[src/rtl/mbu_param.sv]
// Memory bank unit: NREGS bank registers driving the address extension bus.
// CU and I/O access, auto-index latch, bank increment and MBP shadow.
module mbu_param #(
   parameter int NREGS = 8,
   parameter int BANKW = 8,
   parameter int IDXW  = $clog2(NREGS)
) (
   input  logic             clk,
   input  logic             nreset,
   input  logic             nfpram_rom,
   input  logic             nwmbp,
   input  logic             nrmbp,
   input  logic             nwar,
   input  logic [1:0]       waddr,
   input  logic             nir_idx,
   input  logic             t34,
   input  logic [IDXW-1:0]  ir,
   input  logic [BANKW-1:0] ibus_in,
   output logic [BANKW-1:0] ibus_out,
   output logic             ibus_oe,
   input  logic             niombr,
   input  logic [IDXW-1:0]  io_addr,
   input  logic             nr,
   input  logic             nw,
   input  logic [BANKW-1:0] db_in,
   output logic [BANKW-1:0] db_out,
   output logic             db_oe,
   input  logic             nbinc,
   input  logic             nsave,
   input  logic             nrestore,
   output logic [BANKW-1:0] aext,
   output logic             nen,
   output logic             bovf
);

   logic [BANKW-1:0] regs [NREGS];
   logic [BANKW-1:0] shadow;
   logic             nw_q;
   logic             idx_lat;
   logic [IDXW-1:0]  ridx;
   logic             io_wr;
   logic             inc_win;
   logic [BANKW:0]   inc_sum;

   // Select the register that currently drives aext
   always_comb begin
      ridx = io_addr;
      if (!nrmbp)
         ridx = '0;
      else if (!nwar)
         ridx = (idx_lat && waddr == 2'd3) ? ir : IDXW'(waddr);
   end

   // Write strobes, increment arbitration and bus outputs
   always_comb begin
      io_wr   = !niombr && !nw && nw_q;
      inc_sum = {1'b0, regs[ridx]} + {{BANKW{1'b0}}, 1'b1};
      inc_win = !nbinc;
      if (ridx == '0 && (!nwmbp || !nrestore))
         inc_win = 1'b0;
      if (io_wr && io_addr == ridx)
         inc_win = 1'b0;
      if (nen)
         aext = {nfpram_rom, {(BANKW-1){1'b0}}};
      else
         aext = regs[ridx];
      ibus_out = aext;
      ibus_oe  = !nrmbp;
      db_out   = aext;
      db_oe    = !niombr && !nr;
   end

   // Register file updates; later assignments take priority
   always_ff @(posedge clk) begin
      if (!nreset) begin
         for (int i = 0; i < NREGS; i++)
            regs[i] <= '0;
         shadow  <= '0;
         nen     <= 1'b1;
         bovf    <= 1'b0;
         nw_q    <= 1'b1;
         idx_lat <= 1'b0;
      end else begin
         if (inc_win) begin
            regs[ridx] <= inc_sum[BANKW-1:0];
            bovf       <= inc_sum[BANKW];
         end
         if (!nrestore)
            regs[0] <= shadow;
         if (io_wr) begin
            regs[io_addr] <= db_in;
            nen           <= 1'b0;
         end
         if (!nwmbp)
            regs[0] <= ibus_in;
         if (!nsave)
            shadow <= regs[0];
         nw_q <= nw;
         if (!nir_idx)
            idx_lat <= 1'b1;
         else if (t34)
            idx_lat <= 1'b0;
      end
   end

endmodule

[config.mk]
export PLATFORM = sky130hd
export DESIGN_NAME = mbu_param
export DESIGN_NICKNAME = d
export VERILOG_FILES = /design/src/rtl/mbu_param.sv
export SDC_FILE = /design/constraint.sdc
export NUM_CORES = 1
export LEC_CHECK = 0
export BUFFER_PORTS_ARGS = -buffer_cell sky130_fd_sc_hd__clkbuf_2
export CAP_MARGIN = 20
export CORE_UTILIZATION = 55
export DETAILED_ROUTE_END_ITERATION = 8
export PLACE_DENSITY_LB_ADDON = 0.15
export SLEW_MARGIN = 5
export SYNTH_ARGS = -nofsm -noshare
export SYNTH_HDL_FRONTEND = slang
export SYNTH_SLANG_ARGS = --single-unit
[constraint.sdc]
create_clock -name clk -period 8 [get_ports clk]
set_input_delay 0.4 -clock clk [delete_from_list [all_inputs] [get_ports clk]]
set_output_delay 0.4 -clock clk [all_outputs]
set_load 0.02 [all_outputs]
==> metrics, run 1 <==
status finished clean; max-slew violations 0; Total GRT Usage 32.1%; Worst EP arrival 4.33 ns; final wirelength 13,500 um; sequential fraction of the synthesis area 46.8%; number of enable flip-flop cells after synthesis 64; Final min period 4.23 ns; routed len/inst 21.5 um; via count 4,151; first-pass GRT wire length 20,700 um; Die X 93.7 um; f_max 0.236 GHz; postcts setup bufs 0; Sink Count 76; most frequent cell after synthesis nand2_1; VDD IR max 0.000113 V; leading register cell type out of synthesis edfxtp_1; drt drc 0; Pleak 1.97 nW; GPL Wtd Cong 0.975; layout net count 558; clock buffer count from CTS 9; Initial Utilization 56.6%; final hold violation count 0; Via density 6.60; Final Setup Violations 0; diode count 0; hold_buf cts 0; TritonRoute pass-1 iters 5; kind of critical path register to register; Syn Area/Cell 9.57 sq um; CTS Root Cell clkbuf_8; crit share post-route 52.9%; Slew HR 32.7%; pwr/cell area 184 nW/um^2; Netlist cell types 72; Syn Nets 522; CTS tree built; Core ar. 8180 sq um; RSZ-0062 raised after global routing false; die area 8780 sq um; most frequent cells after synthesis nand2_1 (79), edfxtp_1 (64), o21ai_0 (33), nor2_1 (25), a22o_1 (21); Clock Pin Slew Worst Setup and Hold Paths 0.08 ns; fraction of registers with async set/reset 0%; largest cells by area after synthesis edfxtp_1 (42%), nand2_1 (6.4%), dfxtp_1 (5.2%); layout cells sized above 1 19.7%; Setup Skew 0.00805 ns; Die Span Y 93.7 um; Post-CTS Resized 0; flops & latches, synth 76; initial drt markers 412; Area growth syn-to-layout 9.72%; yosys warns 0; placement row count 33; Synth Instances 483; CTS H-tree depth 3; vias in the first global route 3,718; pin count of the biggest net entering global routing 29; I/O Pins 66; initial antenna violation count 0; cell taking the most area after synthesis edfxtp_1; element type at the critical path end register; Least-Margin Pin Slew 1.01 ns; Routed Antenna Nets 0; later-pin clock latency in the skew report 0.36 ns; Hold Path Class input pin to register; setup_tns 0 ns; Port Buffers 65; Worst Setup Start Kind register; Tot Pwr 935 uW; post-DP HPWL 9820 um; Congestion Overflow GR 0; MaxCap Viol Count 0; Clock Tree Buf Depth 2; Mapped Area 4620 sq um; top-area cell type share of the netlist area 41.6%; critical path fanouts, max 21; Worst Path Required 8.09 ns
==> layout by cell type (no fill, tap or decap), types with 3 or more instances in the layout <==
| cell | instances |
|---|---|
| mux2_2 | 5 |
| edfxtp_1 | 64 |
| nor3_1 | 12 |
| mux2i_1 | 14 |
| o21ai_1 | 14 |
| a22o_1 | 21 |
| o211ai_1 | 3 |
| nor2b_1 | 12 |
| nand2_1 | 79 |
| buf_4 | 6 |
| nand3_1 | 13 |
| nand3b_1 | 15 |
| nand4_1 | 3 |
| o21ai_0 | 33 |
| dfxtp_1 | 12 |
| clkbuf_2 | 65 |
| inv_1 | 12 |
| a221oi_1 | 6 |
| o22ai_1 | 4 |
| nand2b_1 | 8 |
| and2_1 | 5 |
| a21oi_1 | 11 |
| clkbuf_8 | 9 |
| and3_1 | 6 |
| nor2_1 | 25 |
| xor2_1 | 4 |
==> layout make-up <==
class / count / area [sq um]
timing repair buffer: 71 / 370
clock buffer: 13 / 181
inverter: 13 / 48.8
tap: 105 / 131
clock inverter: 3 / 16.3
fill: 719 / 3100
sequential: 76 / 2160
multi-input combinational: 348 / 2160
==> path summary, 6_finish.rpt <==
| path | startpoint | end | slack [ns] | cells past startpoint |
|---|---|---|---|---|
| hold reg to reg | bovf | bovf | 0.45 | 2 |
| setup / recovery | idx_lat | regs[3][6] | 3.77 | 9 |
| setup reg to reg | idx_lat | regs[3][6] | 3.77 | 9 |
| hold / removal | nir_idx | idx_lat | 0.22 | 2 |
==> flip-flops by register name, indices dropped and copies added (netlist names) <==
signal   flops
regs        64
shadow       8
bovf         1
idx_lat      1
nen          1
nw_q         1
==> layer usage <==
layer  track usage [%]  routed length, um  part of all wire [%]
met5                 0                  0                     0
met4              12.3                409                   3.0
met1              45.0               5550                    41
met2              50.9               6300                    47
met3              3.96               1260                   9.3
==> through the flow <==
step	utilization (%)	hold slack [ns]	setup WS [ns]	cell area [sq um]	instances
CTS	62.0	0.226	3.89	5070	629
global placement	59.6	0.445	3.66	4870	613
detailed placement	59.6	0.448	3.56	4870	613
floorplan	-	0.478	4.88	4620	483
global route	62.0	0.233	3.50	5070	629
finish	62.0	0.217	3.77	5070	629
==> where the power goes <==
part / switching, mW / total [mW] / internal, mW
Clock: 0.151 / 0.301 / 0.150
Sequential: 0.00967 / 0.459 / 0.450
Combinational: 0.121 / 0.174 / 0.0527
==> worst max-delay path, stage by stage (launching register included) <==
cell	delay, ns
dfxtp_1	0.45
nand4bb_2	0.20
nand3_1	0.72
o32ai_1	0.17
a21o_1	0.21
a222oi_1	0.89
nand4b_1	0.34
or2_1	0.35
xor2_1	0.49
o21ai_1	0.14
==> cell families (layout without fill, tap and decap cells) <==
group,after synthesis,in the layout,share of synthesized area (%)
xor+xnor,7,7,1.49
simple gates,196,196,21.6
flops,76,76,46.8
mux,20,20,4.49
compound gates,124,124,18.9
fa+ha+maj,1,1,0.271
buf+inv,59,100,6.47
Note: power is estimated with default switching activity, not from simulation.
==> inputs of run 2 (changes only) <==
Clock period 8 ns to 4 ns, I/O delays scaled along.
==> run 2 against run 1 <==
  * The flow now finishes with violations (DRC)
  * Clock skew rose by 0.0032 ns
  * Global-route usage rose by 1.5 points
  * Sequential share of layout area fell by 0.79 points
  * Largest cell class unchanged
==> metrics, run 2 (synthesized netlist as in run 1, its figures left out) <==
Slew HR 45.1%; first-pass GRT wire length 21,500 um; Via density 6.56; Port Buffers 65; MaxCap Viol Count 0; Setup Skew 0.0113 ns; Area growth syn-to-layout 11.8%; Worst EP arrival 3.72 ns; kind of critical path register to register; Area after DPL 4950 sq um; max-slew violations 0; crit share post-route 91.3%; Die Span Y 93.7 um; clock buffer count from CTS 9; combinational share of power 18.5%; Initial Utilization 56.6%; failing checks DRC; Worst Setup Start Kind register; Largest register FFs 64; initial antenna violation count 0; GPL Wtd Cong 0.984; post-route design area 5170 sq um; Critical R2R Launch idx_lat; Congestion Overflow GR 0; element type at the critical path end register; postcts setup bufs 0; CTS Root Cell clkbuf_8; vias in the first global route 3,746; RSZ-0062 raised after global routing false; via count 4,193; Most flops, register regs; placement row count 33; CTS tree built; status finished with violations; sw frac 29.0%; fill cell count 702; Multi-input gate area 2160 sq um; Pleak 2.03 nW; Clock Tree Buf Depth 2; diode count 0; Final Setup Violations 0; final wirelength 14,100 um; pwr/cell area 377 nW/um^2; I/O Pins 66; layout net count 568; routed len/inst 22.1 um; drt drc 2; Clk pwr share 34.4%; pin count of the biggest net entering global routing 28; critical path fanouts, max 16; hold_buf cts 0; Storage cell area 2160 sq um; Worst R2R Setup Slack 0.35 ns; Hold Path Class input pin to register; commonest non-fill, non-tap cell in the layout nand2_1; TritonRoute pass-1 iters 8; worst setup path startpoint idx_lat; worst hold path startpoint nir_idx; Final min period 3.65 ns; final hold violation count 0; die area 8780 sq um; VDD IR max 0.000216 V; Flop pwr share 47.1%; largest registers regs (64), shadow (8); Post-CTS Resized 0; Clock Pin Slew Worst Setup and Hold Paths 0.09 ns; post-DP HPWL 10,400 um; Sink Count 76; Least-Margin Pin Slew 0.821 ns; Core ar. 8180 sq um; CTS H-tree depth 3; Die X 93.7 um; Worst Path Required 4.07 ns; initial drt markers 512; commonest cells after routing, fill and taps aside nand2_1 (79), clkbuf_2 (65), edfxtp_1 (64); NetSw 566 uW; setup_tns 0 ns; later-pin clock latency in the skew report 0.35 ns; f_max 0.274 GHz; layout cells sized above 1 21.2%; Routed Antenna Nets 0; Total GRT Usage 33.6%; Power Internal 1.38 mW
[run 2: cell types whose count changed in the layout (fill, tap and decap cells not counted), sizes merged]
cell | before | now
inv | 14 | 13
clkbuf | 78 | 77
buf | 6 | 16
bufinv | 0 | 2
[run 2: final cells by class]
type | count | share of cell area [%]
clock inverters | 4 | 1.43
inverters | 13 | 0.944
repair buffers | 81 | 8.62
flip-flops and latches | 76 | 41.8
multi-input cells | 348 | 41.8
well taps | 105 | 2.54
clock buffers | 12 | 2.81
[run 2: path summary, 6_finish.rpt]
path              depth (start not counted)    endpoint
hold reg to reg                           2        bovf
setup / recovery                         11  regs[1][4]
hold / removal                            2     idx_lat
setup reg to reg                         11  regs[1][4]
[run 2: per-layer routing]
metal	global-route usage (%)	part of all wire, %	vias to the layer above	routed length [um]
met5	0	0	-	0
met4	13.6	3.0	0	424
met3	4.85	11	37	1560
met2	52.9	47	304	6570
met1	46.6	39	1988	5560
li1	-	-	1864	-
[run 2: power groups by stage]
| stage | clock network (mW) | registers [mW] | logic (mW) |
|---|---|---|---|
| after floorplan | 0 | 0.928 | 0.238 |
| after global placement | 0 | 0.937 | 0.346 |
| after detailed placement | 0 | 0.937 | 0.349 |
| after CTS | 0.666 | 0.919 | 0.352 |
| after global routing | 0.697 | 0.923 | 0.385 |
| final | 0.670 | 0.920 | 0.361 |
[run 2: per-stage QoR]
stage	std cells	worst slack (ns)	hold slack [ns]	utilization (%)	power, mW
floorplan	483	1.04	0.301	-	1.17
global placement	623	0.472	0.397	60.5	1.28
detailed placement	623	0.330	0.396	60.5	1.29
CTS	639	0.435	0.0217	63.2	1.94
global route	639	0.120	0.0311	63.2	2.01
finish	639	0.348	0.0189	63.2	1.95
[run 2: worst max-delay path: stages (launching register included)]
cell and delay [ns]:
dfxtp_1 0.46, nand4bb_2 0.20, and3_1 0.38, buf_4 0.28, nand2_1 0.08, nand2_1 0.06, a221oi_2 0.47, inv_2 0.18
ha_1 0.27, nand4b_1 0.21, xor2_1 0.56, o21ai_0 0.22
==> inputs of run 3 (changes only) <==
Settings changed: PLACE_DENSITY from default to 0.77, PLACE_DENSITY_LB_ADDON 0.15 to default.
==> run 3 against run 2 <==
  * The run now ends clean
  * Fmax is 4.0% lower
  * Power is 0.30% higher
  * First-iteration DRC count is 9.0% higher
  * Clock skew is 0.00090 ns lower
  * Worst setup slack worse by 0.15 ns
  * Sequential power hardly changed
==> metrics, run 3 (synthesized netlist as in run 1, its figures left out) <==
layout net count 569; status finished clean; worst hold path startpoint nir_idx; routed len/inst 23.1 um; Clock Pin Slew Worst Setup and Hold Paths 0.09 ns; hold path cells 2; Slew HR 45.4%; clock buffer count from CTS 9; CTS Root Cell clkbuf_8; Multi-input gate area 2170 sq um; crit share post-route 95.1%; kind of critical path register to register; max-slew violations 0; Final WS setup 0.194 ns; Post-Layout Cell Count 640; Total GRT Usage 35.1%; initial antenna violation count 0; Worst R2R Setup Slack 0.19 ns; initial drt markers 558; Storage cell area 2160 sq um; GPL Wtd Cong 0.964; Final Setup Violations 0; I/O Pins 66; first-pass GRT wire length 22,200 um; r2r endpoint regs[3][6]; Tot Pwr 1.96 mW; layout cells sized above 1 21.7%; post-DP HPWL 10,600 um; commonest non-fill, non-tap cell in the layout nand2_1; Worst EP arrival 3.91 ns; TritonRoute pass-1 iters 5; Clock Tree Buf Depth 2; final wirelength 14,800 um; Die X 93.7 um; Pleak 2.02 nW; Congestion Overflow GR 0; Hold Path Class input pin to register; Initial Utilization 56.6%; hold_buf cts 0; Sink Count 76; setup_tns 0 ns; fill cell count 697; Die Span Y 93.7 um; VDD IR max 0.000201 V; Register-to-Register Path Depth 12; largest registers regs (64), shadow (8); Hold Crit Endpoint idx_lat; DP Worst Slack 0.108 ns; Core ar. 8180 sq um; Critical R2R Launch idx_lat; element type at the critical path end register; commonest cells after routing, fill and taps aside nand2_1 (79), clkbuf_2 (65), edfxtp_1 (64); MaxCap Viol Count 0; Via density 6.65; later-pin clock latency in the skew report 0.36 ns; placed insts 624; critical path fanouts, max 15; die area 8780 sq um; Largest register FFs 64; Most flops, register regs; via count 4,259; pwr/cell area 378 nW/um^2; Worst Path Required 4.10 ns; pin count of the biggest net entering global routing 28; final hold violation count 0; diode count 0; Routed Antenna Nets 0; Port Buffers 65; f_max 0.263 GHz; Least-Margin Pin Slew 0.815 ns; RSZ-0062 raised after global routing false; placement row count 33; Setup Skew 0.0104 ns; final core utilization 63.4%; Area growth syn-to-layout 12.1%; drt drc 0; Worst Setup Start Kind register; CTS tree built; CTS H-tree depth 3; Final min period 3.81 ns; vias in the first global route 3,992
[run 3: worst max-delay path: stages (launching register included)]
cell and delay, ns:
dfxtp_1 0.46, and4_2 0.32, a21o_1 0.57, mux2i_1 0.27
o22ai_1 0.13, a221oi_2 0.45, inv_2 0.20, ha_1 0.28
nand4b_1 0.20, or2_1 0.21, xor2_1 0.18, buf_4 0.19
o21ai_1 0.08
[run 3: final cells by class]
| cell class | instances | area share, % |
|---|---|---|
| tap | 105 | 2.54 |
| multi-input combinational | 348 | 41.9 |
| sequential | 76 | 41.7 |
| clock inverter | 6 | 1.71 |
| inverter | 13 | 0.942 |
| clock buffer | 10 | 2.46 |
| timing repair buffer | 82 | 8.74 |
[run 3: metal layers]
metal	vias to the layer above	share of wire (%)	track usage (%)
met4	0	5.0	20.6
met1	2035	39	47.8
met5	-	0	0
met3	56	11	4.77
met2	308	46	53.6
li1	1860	-	-
[run 3: metrics by stage]
stage / hold WS [ns] / area [sq um]
detailed placement: 0.404 / 4960
floorplan: 0.301 / 4620
global route: 0.0426 / 5180
finish: 0.0317 / 5180
CTS: 0.0267 / 5170
global placement: 0.388 / 4960
[run 3: how the worst max path moves through the flow]
stage / start / end / depth (start not counted)
6_report: idx_lat / regs[3][6] / 12
2_1_floorplan: idx_lat / regs[1][6] / 12
4_1_cts: idx_lat / regs[5][4] / 10
3_3_place_gp: idx_lat / regs[7][4] / 10
5_1_grt: idx_lat / regs[3][6] / 12
3_5_place_dp: idx_lat / regs[5][4] / 10
[run 3: report_power, final]
group	total [mW]	internal, mW	switching, mW	leakage [nW]
registers	0.919	0.899	0.0196	0.769
clock network	0.666	0.352	0.314	0.102
logic	0.371	0.121	0.250	1.15
total	1.96	1.37	0.584	2.02
[run 3: timing repair]
item,4_1_cts,5_1_grt
buffers inserted,0,0
resized for setup,0,1
endpoints found under the setup margin,0,8
